### config.mk
export PLATFORM = sky130hd
export DESIGN_NAME = mode_counter
export DESIGN_NICKNAME = d
export VERILOG_FILES = /design/src/rtl/mode_counter.sv
export SDC_FILE = /design/constraint.sdc
export NUM_CORES = 1
export LEC_CHECK = 0
export ABC_AREA = 1
export CAP_MARGIN = 5
export CORE_ASPECT_RATIO = 0.7
export CORE_MARGIN = 3
export CORE_UTILIZATION = 55
export CTS_BUF_LIST = sky130_fd_sc_hd__clkbuf_16
export DETAILED_ROUTE_END_ITERATION = 12
export GPL_ROUTABILITY_DRIVEN = 0
export GPL_TIMING_DRIVEN = 0
export PLACE_DENSITY = 0.94
export SYNTH_ARGS = -nofsm -noshare
export SYNTH_HDL_FRONTEND = slang
export SYNTH_SLANG_ARGS = --single-unit
### constraint.sdc
create_clock -name clk -period 5 [get_ports clk]
set_input_delay 1.5 -clock clk [delete_from_list [all_inputs] [get_ports clk]]
set_output_delay 1.5 -clock clk [all_outputs]
set_load 0.02 [all_outputs]
### src/rtl/mode_counter.sv
// Parametrised synchronous counter with up, down, ping-pong and one-shot modes.
// Provides count enable, parallel load, synchronous clear, terminal-count and done status.
module mode_counter #(
   parameter int unsigned WIDTH   = 8,
   parameter int unsigned MAX_VAL = 255
) (
   input  logic             clk,
   input  logic             reset,
   input  logic             en,
   input  logic             clear,
   input  logic             load,
   input  logic [WIDTH-1:0] load_val,
   input  logic [1:0]       mode,
   output logic [WIDTH-1:0] cout,
   output logic             dir,
   output logic             tc,
   output logic             done
);

   localparam logic [WIDTH:0]   MaxExt = (WIDTH+1)'(MAX_VAL);
   localparam logic [WIDTH-1:0] MaxW   = WIDTH'(MAX_VAL);
   localparam logic [WIDTH:0]   One    = {{WIDTH{1'b0}}, 1'b1};

   typedef enum logic {StUp, StDown} state_e;

   state_e           state_q, state_d;
   logic [WIDTH-1:0] cnt_q, cnt_d;
   logic             tc_q, tc_d;
   logic             done_q, done_d;

   // One spare bit keeps the increment from wrapping before the MAX_VAL compare.
   logic [WIDTH:0]   cnt_ext, inc_ext, dec_ext;
   logic [WIDTH-1:0] load_clamped;

   assign cnt_ext      = {1'b0, cnt_q};
   assign inc_ext      = cnt_ext + One;
   assign dec_ext      = cnt_ext - One;
   assign load_clamped = ({1'b0, load_val} > MaxExt) ? MaxW : load_val;

   always_ff @(posedge clk) begin
      if (!reset) begin
         state_q <= StUp;
         cnt_q   <= '0;
         tc_q    <= 1'b0;
         done_q  <= 1'b0;
      end else begin
         state_q <= state_d;
         cnt_q   <= cnt_d;
         tc_q    <= tc_d;
         done_q  <= done_d;
      end
   end

   always_comb begin
      state_d = state_q;
      cnt_d   = cnt_q;
      tc_d    = 1'b0;
      done_d  = done_q;
      if (clear) begin
         cnt_d   = '0;
         done_d  = 1'b0;
         state_d = (mode == 2'b01) ? StDown : StUp;
      end else if (load) begin
         cnt_d  = load_clamped;
         done_d = 1'b0;
         unique case (mode)
            2'b00, 2'b11: state_d = StUp;
            2'b01:        state_d = StDown;
            default:      state_d = state_q;
         endcase
      end else if (en) begin
         unique case (mode)
            2'b00: begin
               state_d = StUp;
               done_d  = 1'b0;
               if (cnt_ext == MaxExt) begin
                  cnt_d = '0;
                  tc_d  = 1'b1;
               end else begin
                  cnt_d = inc_ext[WIDTH-1:0];
               end
            end
            2'b01: begin
               state_d = StDown;
               done_d  = 1'b0;
               if (cnt_q == '0) begin
                  cnt_d = MaxW;
                  tc_d  = 1'b1;
               end else begin
                  cnt_d = dec_ext[WIDTH-1:0];
               end
            end
            2'b10: begin
               done_d = 1'b0;
               if (state_q == StUp) begin
                  if (cnt_ext == MaxExt) begin
                     cnt_d   = dec_ext[WIDTH-1:0];
                     state_d = StDown;
                     tc_d    = 1'b1;
                  end else begin
                     cnt_d = inc_ext[WIDTH-1:0];
                  end
               end else begin
                  if (cnt_q == '0) begin
                     cnt_d   = One[WIDTH-1:0];
                     state_d = StUp;
                     tc_d    = 1'b1;
                  end else begin
                     cnt_d = dec_ext[WIDTH-1:0];
                  end
               end
            end
            default: begin
               state_d = StUp;
               // Only the step that lands on MAX_VAL completes the shot.
               if (cnt_ext < MaxExt) begin
                  cnt_d = inc_ext[WIDTH-1:0];
                  if (inc_ext == MaxExt) begin
                     done_d = 1'b1;
                     tc_d   = 1'b1;
                  end
               end
            end
         endcase
      end
   end

   always_comb begin
      cout = cnt_q;
      dir  = (state_q == StDown);
      tc   = tc_q;
      done = done_q;
   end

endmodule

==> out/metrics.cfg <==
[logic_synthesis]
synthTopCellsByCount = nand2_1 (64), nor2_1 (31), inv_1 (22)
yosys.area.top_type_share = 0.182
syn_area_per_cell_um2 = 6.11
synth.distinct_cells = 28
yosysTopAreaCell = nand2_1
synth_nets = 240
synth_edf_count = 0
ys_top_cells_by_area = nand2_1 (18%), dfxtp_1 (17%), nor2_1 (8.8%), ha_1 (8.5%), a21oi_1 (6.5%)
synth-seq-cells = 11
yosysMostFrequentCell = nand2_1
yosys_warnings = 0
syn-cell-area_um2 = 1320
ys.flop_type = dfxtp_1
syn_inst = 216
synthArstFlopShare = 0
yosysSeqAreaShare = 0.167

[power_and_ir_drop]
pwr-share-comb = 0.333
pwr-share-clk = 0.398
ir_drop_v = 0.000203
seqPwrFrac = 0.270
intPower_mw = 0.246
switchingPower_mw = 0.111
power_leakage_nw = 0.809
finalPower_mw = 0.357
p_sw_frac = 0.312
pwr_density_cell_nw_per_um2 = 213

[clocking]
htreeDepth = 1
clk_pin_slew_ps = 40
ctsHoldBuffers = 0
clockRootBuffer = clkbuf_16
numCtsBuffers = 3
clock_latency_ps = 240
post_cts_resize_count = 0
post_cts_buffers = 0
numClockSinks = 11
cts_tree = done
cts_buffer_depth = 2

[worst_setup_path]
path_common_cell = inv_1
crit_type = input pin to register
cp_max_fo = 10
worstPathCellList = clkdlybuf4s50_1 -> inv_1 -> ha_1 -> inv_1 -> nand4_1 -> o21ai_4 -> buf_6 -> nand2_1 -> a21oi_1
reg2reg_slack_ps = 3130
arrival_ps = 3440
critPathTopFamily = buffers and inverters
critPathRequiredTime_ps = 5150
worst_setup_path_start_kind = input pin
cp-end-kind = register
cp_slowest_cell = clkdlybuf4s50_1
critPathBufInv = 4
slowest_delay_ps = 530

[place]
dp_slack_ps = 1550
place_area_um2 = 1600
place_hpwl_um = 2540
numPortBuffers = 24
dp.cells = 272

[grt]
grt_start_max_net_pins = 11
grt_pass1_wl_um = 5360
grt_util_all_layers = 0.227
grt_pass1_vias = 1151
grt_antenna_before_repair = 0
grt_overflow = 0

[layout]
layout.nets = 269
final_util = 0.760
final_cell_area_um2 = 1680
insertedDiodeCount = 0
syn2layout_area_growth_pct = 27.2
final_cells = 276
drive_gt1_frac = 0.107

[timing]
max_freq_mhz = 304
fin_skew_ps = 2.15
setup_ws_ps = 1710
setup_tns_ps = 0
period_minus_slack_ps = 3290
slew_headroom = 0.799
setup_violations = 0
slew_viol_final = 0
timing.final.hold_violations = 0
tightestPinTransition_ps = 301
finalCritPeriodShare = 0.658
rsz0062_at_grt = false
hold_slack_ps = 491

[min_path]
hold_class = register to register

[routing]
viasPerCell = 5.26
dr.first_iter.drc_count = 115
ant_nets = 0
routed_wl_um = 3380
dr.pass1.iters = 4
wl_per_cell_um = 12.2
drc = 0
vias = 1453

[floorplan]
core_area_um2 = 2210
placementRows = 14
num_io_pins = 26
die_area_um2 = 3030
dieHeight_um = 47.0
start_util = 0.598
dieWidth_um = 64.5

[flow_run]
maxCapViolCount = 0

[run_status]
status = finished, final reports clean

power groups by stage:
stage / Sequential [mW] / Clock [mW] / Combinational, mW
4_1_cts: 0.0963 / 0.143 / 0.117
3_3_place_gp: 0.0975 / 0 / 0.114
5_1_grt: 0.0968 / 0.148 / 0.131
3_5_place_dp: 0.0976 / 0 / 0.116
6_report: 0.0964 / 0.142 / 0.119
2_1_floorplan: 0.101 / 0 / 0.0779
sequential cells by signal, indices dropped and copies added (netlist names):
| register | cells |
|---|---|
| dir | 1 |
| done | 1 |
| cout | 8 |
| tc | 1 |
per-layer routing:
layer	up-vias	share of wire	global-route usage
li1	738	-	-
met1	653	0.51	0.350
met2	57	0.41	0.338
met3	5	0.069	0.0239
met4	0	0.011	0.0504
met5	-	0	0
cells by family (layout without fill, tap and decap cells):
group                    Yosys count  in the layout  synth area share
AO/OA/AOI/OAI                     27             27             0.120
XOR/XNOR                           8              8            0.0531
adder cells (fa/ha/maj)            9              9            0.0854
flip-flops                        11             11             0.167
buffers and inverters             32             60             0.123
AND/OR/NAND/NOR                  129            129             0.452
worst paths after layout:
kind	startpoint	cells past startpoint	to
setup / recovery	mode[1]	9	cout[4]$_SDFFE_PP0P_
hold / removal	done$_SDFFE_PP0P_	2	done$_SDFFE_PP0P_
setup reg to reg	cout[1]$_SDFFE_PP0P_	13	cout[4]$_SDFFE_PP0P_
hold reg to reg	done$_SDFFE_PP0P_	2	done$_SDFFE_PP0P_
final cells by class:
class                      count  area [µm²]
timing repair buffer          24         240
fill                         175         529
multi-input combinational    173         936
clock inverter                 1        3.75
clock buffer                   3        75.1
sequential                    11         220
inverter                      25        96.3
tap                           32        40.0
buffer                         7        66.3
cell usage in the layout (no fill, tap or decap), types with 7 or more instances in the layout:
cell             synthesis  final
a21oi_1                 17     17
clkdlybuf4s50_1          0     24
dfxtp_1                 11     11
ha_1                     9      9
inv_1                   22     23
nand2_1                 64     64
nand3_1                 16     16
nor2_1                  31     31
xor2_1                   7      7
worst register-to-register path, delay by kind of cell (launching register included):
kind            cells  cell delay (ps)
simple gates       11              890
flops               1              450
fa+ha+maj           1              270
compound gates      1              160
(Power assumes the default switching activity.)
